$ cat src/rtl/dynamixel_write_scheduler.sv
// dynamixel_write_scheduler
//   Shares one Dynamixel sync-write frame generator between a periodic goal
//   stream (goal_value -> goal_address every period_clocks) and a one-shot
//   config channel. A grant registers address/value1..4, pulses send, and then
//   holds everything frozen for the frame plus guard time.
// Ports
//   clock, reset        system clock, asynchronous active-high reset
//   enable              runs the goal tick counter
//   goal_value[127:0]   {value4,value3,value2,value1} for goal frames
//   cfg_req             config write request (level)
//   cfg_address[15:0]   config control-table address
//   cfg_value[127:0]    {value4,value3,value2,value1} for config frames
//   cfg_ack             one-cycle grant pulse for the config channel
//   send                one-cycle start pulse to the frame generator
//   address, value1..4  frame contents, stable until the next grant
//   busy                high while a frame (plus guard) is in progress
//   goal_sent           one-cycle pulse alongside send for goal frames
//   overrun_count[7:0]  goal ticks dropped, saturating at 255
module dynamixel_write_scheduler #(
  parameter int unsigned clocks_per_bit = 1,
  parameter int unsigned goal_address   = 116,
  parameter int unsigned period_clocks  = 100000,
  parameter int unsigned guard_clocks   = 64
) (
  input  logic         clock,
  input  logic         reset,
  input  logic         enable,
  input  logic [127:0] goal_value,
  input  logic         cfg_req,
  input  logic [15:0]  cfg_address,
  input  logic [127:0] cfg_value,
  output logic         cfg_ack,
  output logic         send,
  output logic [15:0]  address,
  output logic [31:0]  value1,
  output logic [31:0]  value2,
  output logic [31:0]  value3,
  output logic [31:0]  value4,
  output logic         busy,
  output logic         goal_sent,
  output logic [7:0]   overrun_count
);

  localparam int unsigned frame_clocks = 34 * 10 * clocks_per_bit + guard_clocks;
  localparam int unsigned tick_w       = $clog2(period_clocks);
  localparam int unsigned wait_w       = $clog2(frame_clocks + 1);

  typedef enum logic {IDLE, WAIT} state_t;
  typedef enum logic {SRC_GOAL, SRC_CFG} src_t;

  state_t              state, state_next;
  src_t                last_grant;
  logic [tick_w-1:0]   tick_cnt;
  logic [wait_w-1:0]   wait_cnt;
  logic                goal_pending;
  logic                tick_wrap;
  logic                grant_cfg, grant_goal;

  assign tick_wrap = enable && (tick_cnt == tick_w'(period_clocks - 1));
  assign busy      = (state != IDLE);

  always_comb begin
    state_next = state;
    grant_cfg  = 1'b0;
    grant_goal = 1'b0;
    case (state)
      IDLE: begin
        if (cfg_req && goal_pending) begin
          if (last_grant == SRC_CFG) grant_goal = 1'b1;
          else                       grant_cfg  = 1'b1;
        end else if (cfg_req) begin
          grant_cfg = 1'b1;
        end else if (goal_pending) begin
          grant_goal = 1'b1;
        end
        if (grant_cfg || grant_goal) state_next = WAIT;
      end
      WAIT: begin
        // The send cycle is WAIT count 0; frame_clocks more cycles follow it.
        if (wait_cnt == wait_w'(frame_clocks)) state_next = IDLE;
      end
      default: state_next = IDLE;
    endcase
  end

  always_ff @(posedge clock or posedge reset) begin
    if (reset) state <= IDLE;
    else       state <= state_next;
  end

  always_ff @(posedge clock or posedge reset) begin
    if (reset)                                  wait_cnt <= '0;
    else if (state == WAIT && state_next == WAIT) wait_cnt <= wait_cnt + wait_w'(1);
    else                                        wait_cnt <= '0;
  end

  always_ff @(posedge clock or posedge reset) begin
    if (reset) begin
      tick_cnt      <= '0;
      goal_pending  <= 1'b0;
      overrun_count <= '0;
    end else begin
      if (!enable || tick_wrap) tick_cnt <= '0;
      else                      tick_cnt <= tick_cnt + tick_w'(1);

      // A wrap coinciding with a goal grant re-arms pending for the next frame.
      if (!enable)         goal_pending <= 1'b0;
      else if (tick_wrap)  goal_pending <= 1'b1;
      else if (grant_goal) goal_pending <= 1'b0;

      if (tick_wrap && goal_pending && !grant_goal && overrun_count != '1)
        overrun_count <= overrun_count + 8'd1;
    end
  end

  always_ff @(posedge clock or posedge reset) begin
    if (reset) begin
      send       <= 1'b0;
      cfg_ack    <= 1'b0;
      goal_sent  <= 1'b0;
      address    <= '0;
      value1     <= '0;
      value2     <= '0;
      value3     <= '0;
      value4     <= '0;
      last_grant <= SRC_GOAL;
    end else begin
      send      <= grant_cfg || grant_goal;
      cfg_ack   <= grant_cfg;
      goal_sent <= grant_goal;
      if (grant_cfg) begin
        address    <= cfg_address;
        {value4, value3, value2, value1} <= cfg_value;
        last_grant <= SRC_CFG;
      end else if (grant_goal) begin
        address    <= 16'(goal_address);
        {value4, value3, value2, value1} <= goal_value;
        last_grant <= SRC_GOAL;
      end
    end
  end

endmodule

$ cat config.mk
export PLATFORM = sky130hd
export DESIGN_NAME = dynamixel_write_scheduler
export DESIGN_NICKNAME = d
export VERILOG_FILES = /design/src/rtl/dynamixel_write_scheduler.sv
export SDC_FILE = /design/constraint.sdc
export NUM_CORES = 1
export LEC_CHECK = 0
export ABC_AREA = 0
export CORE_AREA = 4 4 164 166
export DETAILED_ROUTE_END_ITERATION = 8
export DIE_AREA = 0 0 168 170
export PLACE_DENSITY = 0.68
export SLEW_MARGIN = 20
export SYNTH_ARGS = -nofsm -noshare
export SYNTH_HDL_FRONTEND = slang
export SYNTH_SLANG_ARGS = --single-unit
export TNS_END_PERCENT = 5
$ cat constraint.sdc
create_clock -name clock -period 8.2 [get_ports clock]
set_input_delay 2.05 -clock clock [delete_from_list [all_inputs] [get_ports clock]]
set_output_delay 2.05 -clock clock [all_outputs]
set_load 0.02 [all_outputs]
Yosys cells after proc, flatten, opt, wreduce, memory -nomap -nowiden
Index checks and enable logic that the tools add are counted.

Add/subtract/negate cells: 3. Equal/unequal tests: 4. Muxes and demuxes: 30. Reduce and logical (&&, ||, !) cells: 12. Bitwise operators: 1.

Operators with widths (number): 32-bit 2-to-1 mux (8); 16-bit 2-to-1 mux (2); 17-bit by 1-bit adder with 17-bit output, second input constant (1); 17-bit == test, second input constant (1); 1-bit 2-to-1 mux (17); 17-bit 2-to-1 mux (1); 9-bit by 1-bit adder with 9-bit output, second input constant (1); 9-bit == test, second input constant (1); 9-bit 2-to-1 mux (1); 8-bit by 1-bit adder with 8-bit output, second input constant (1); 8-bit != test, second input constant (1); 1-bit logical AND (6); 1-bit logical OR (3); 3-bit by 1-bit != test with 1-bit output, second input constant (1); 1-bit zero test (2); 1-bit case mux with 2 select lines (1); 2-bit nonzero test (1); 1-bit NOT (1).

Input bits: 276. Output and inout bits: 156. Word-level logic and storage cells: 64. Register bits after elaboration: 184.

Longest topological paths before layout
Depth after elaboration: 9. Depth in mapped cells: 8. Gate-level depth less buffers: 5.

Worst setup path before layout
No wires, ideal clock.

Kind: input to register. Start point: input port cfg_req. End point: register value1[0]. Buffers on the path: 3. Library setup time: 82 ps. Cell stages on the path: 8. Slack: 5111 ps. Required time: 8118 ps. Data arrival time: 3007 ps. Cells stage by stage: nor2_1 -> or2_1 -> clkbuf_1 -> inv_2 -> buf_4 -> buf_2 -> nor2_1 -> a31oi_1.

Longest elaborated chain between the ends: 5. Elaborated cells on any way between the ends: 11. Classes of those cells: mux: 9; reduce/logical: 2.

Ends and longest elaborated chain: start, declared (line 29) `input logic cfg_req,`; 1-bit 2-to-1 mux or 1-bit logical AND (tied branches) (line 71, 68); 1-bit 2-to-1 mux (line 68) `if (cfg_req && goal_pending) begin`; 1-bit 2-to-1 mux (2 in series) (line 66) `case (state)`; 32-bit 2-to-1 mux or 2-bit nonzero test (tied branches); end signal, assigned (line 133) `{value4, value3, value2, value1} <= cfg_value;`; end signal, assigned (line 137) `{value4, value3, value2, value1} <= goal_value;`; end, declared (line 35) `output logic [31:0] value1,`.

Parallel ways exist; a longest one is shown, timed or not. The select of a mux whose other input is x is not followed. A chain may end at the register's enable or synchronous reset.

Worst setup path after layout
Start point: input port cfg_req. End point: register value4[7].

Longest elaborated chain between the ends: 5. Elaborated cells on any way between the ends: 11. Classes of those cells: mux: 9; reduce/logical: 2.

Ends and longest elaborated chain: 1-bit 2-to-1 mux or 1-bit logical AND (tied branches) (line 71, 68); 1-bit 2-to-1 mux (line 68); 1-bit 2-to-1 mux (2 in series) (line 66); 32-bit 2-to-1 mux or 2-bit nonzero test (tied branches); end signal, assigned (line 133); end signal, assigned (line 137); end, declared (line 38) `output logic [31:0] value4,`.

Parallel ways exist; a longest one is shown, timed or not. The select of a mux whose other input is x is not followed.

==> results.ini <==
[critical_path]
path_class=in -> reg
crit_path_start=cfg_req
reg2reg_slack_ns=5.52
start_kind=input pin
r2r-end=value4[7]
endpoint_kind=flip-flop
r2r_cells=5
path_max_fanout=138
crit_required_ns=8.54
setup.worst_path.end=value4[7]
critPathArrivalTime_ns=4.65
r2r-start=busy

[power_and_ir_drop]
ir_drop_uv=85.3
power_density_nw_per_um2=166
p_leak_nw=5.68

[floorplanning]
dieHeight_microns=170
ios=432
core-area_sq_um=25600
rows=59
dieArea_sq_um=28600
fp.dieW_microns=168
start_util_pct=32.2

[placement]
port_buffers=431
place_congestion=0.839
hpwl_mm=20.5

[layout]
mostFrequentLayoutCells=431 x clkdlybuf4s50_1, 270 x nand2_1, 184 x dfrtp_1, 147 x nor2_1, 128 x a31oi_1
layout.area.seq_sq_um=4600
fillers=2391
multi_input_area_sq_um=3300
fin_nets=1590
areaGrowthSynthToFinish_pct=62.5
antennaDiodeCount=0
layout.cells.most_common=clkdlybuf4s50_1
drive_above_1_share_pct=3.85

[routing]
vias=7948
wl_per_cell_microns=17.1
drtIter0Drc=486
viasPerCell=4.79
drtPass1Iterations=5
drc=0
drt_wl_total_mm=28.4
ant_nets=0

[sta]
fin_skew_ns=0.0150
post-route-period-util_pct=52.6
setup_tns_ns=0
fmax_mhz=232
period_needed_ns=4.31
slew_headroom_pct=34.9
rsz0062_at_grt=no
slew_violations=0
hold_viol=0
hold_slack_ns=0.460
worstMarginPinSlew_ns=0.966
setup_viol=0

[clock_network]
clkLatencyLatePin_ns=0.43
root_buffer=clkbuf_16
clk_path_buf_depth=2
cts_tree=yes
cts-resized-gates=0
numClockSinks=184
path_clk_slew_ns=0.08
cts_inserted_buffers=17
cts_setup_buffers=0
hold_buffers=0
htreeDepth=4

[global_route]
grt_antenna_before_repair=0
grt_max_degree=139
grt_pass1_wl_mm=43.1
track_usage_pct=18.8
grt.overflow.total=0
grt_pass1_vias=7799

[min_path]
hold_depth=1
min_path_type=reg -> reg

[job]
cap_violations=0

[logic_synthesis]
syn-mean-instance-area_sq_um=8.96
synth.distinct_cells=46
ys_seq_elements=184
syn_nets=1199
syn_inst=919
synth_area_sq_um=8240
yosys_most_used_dff=dfrtp_1
ys_warn_count=0
async_flop_share_pct=100
ys_seq_area_share_pct=55.9
synth_edf_count=0

[run_status]
status=finished, final reports clean

## Yosys cell counts (4+ instances only)
master | n | area (sq um)
nand2_1 | 270 | 1010
dfrtp_1 | 184 | 4600
nor2_1 | 147 | 552
a31oi_1 | 128 | 801
buf_2 | 36 | 180
clkbuf_1 | 23 | 86.3
xor2_1 | 17 | 149
a22o_1 | 12 | 105
nand3_1 | 11 | 55.1
nand4_1 | 8 | 50.1
o21ai_0 | 8 | 40.0
a21oi_1 | 5 | 25.0
and4_1 | 5 | 43.8
inv_1 | 5 | 18.8
or3_1 | 5 | 31.3
ha_1 | 4 | 50.1
nor3_1 | 4 | 20.0
o22a_1 | 4 | 35.0
## flip-flops by register name, indices dropped and copies added, names as in the netlist, 8 cells and up
register,flops
value3,32
tick_cnt,17
value2,32
address,16
overrun_count,8
value4,32
wait_cnt,9
value1,32
## metrics by stage
stage	instance area (sq um)	utilization [%]	cells	setup WS (ns)	power, mW
after global routing	13400	52.2	1658	3.66	2.31
after floorplan	8240	-	919	1.15	1.11
final	13400	52.2	1658	3.89	2.22
after global placement	12700	49.7	1626	3.53	1.35
after CTS	13400	52.2	1658	3.90	2.25
after detailed placement	12700	49.7	1626	3.44	1.35
## logic make-up (layout without fill, tap and decap cells)
family | Yosys count | in the layout | share of synthesized area [%]
AND/OR/NAND/NOR | 474 | 474 | 24.1
flip-flops | 184 | 184 | 55.9
AO/OA/AOI/OAI | 162 | 162 | 12.8
buffers and inverters | 72 | 476 | 4.06
XOR/XNOR | 20 | 20 | 2.13
adder cells (fa/ha/maj) | 4 | 4 | 0.608
multiplexers | 3 | 3 | 0.410
## power by group
part	switching [mW]	total, mW	internal, mW
registers	0.0249	0.974	0.949
clock network	0.435	0.886	0.450
logic	0.146	0.358	0.213
## area by class of cell
| cell class | instances | share of cell area, % |
|---|---|---|
| sequential | 184 | 34.4 |
| timing repair buffer | 437 | 32.7 |
| multi-input combinational | 663 | 24.6 |
| clock buffer | 17 | 3.18 |
| tap | 335 | 3.13 |
| clock inverter | 15 | 1.69 |
| inverter | 7 | 0.290 |
## worst max-delay path, stage by stage
cell	delay (ns)
clkdlybuf4s50_1	0.51
nor2_1	0.05
or2_1	0.44
inv_6	0.67
buf_12	0.46
nor2_1	0.07
a31oi_1	0.17
## routing by layer
metal / track usage [%] / vias up / share of wire [%] / wire length [microns]
li1: - / 3887 / - / -
met1: 22.9 / 3750 / 41 / 11600
met2: 31.8 / 270 / 50 / 14100
met3: 6.20 / 41 / 7.3 / 2060
met4: 5.61 / 0 / 2.3 / 661
met5: 0 / - / 0 / 0
## how the worst min path moves through the flow
stage	endpoint	startpoint	slack [ns]
global placement	tick_cnt[0]	tick_cnt[0]	0.44
CTS	tick_cnt[0]	tick_cnt[0]	0.47
floorplan	tick_cnt[0]	tick_cnt[0]	0.42
global route	tick_cnt[0]	tick_cnt[0]	0.49
finish	tick_cnt[0]	tick_cnt[0]	0.46
detailed placement	tick_cnt[0]	tick_cnt[0]	0.45
(Power assumes the default switching activity.)
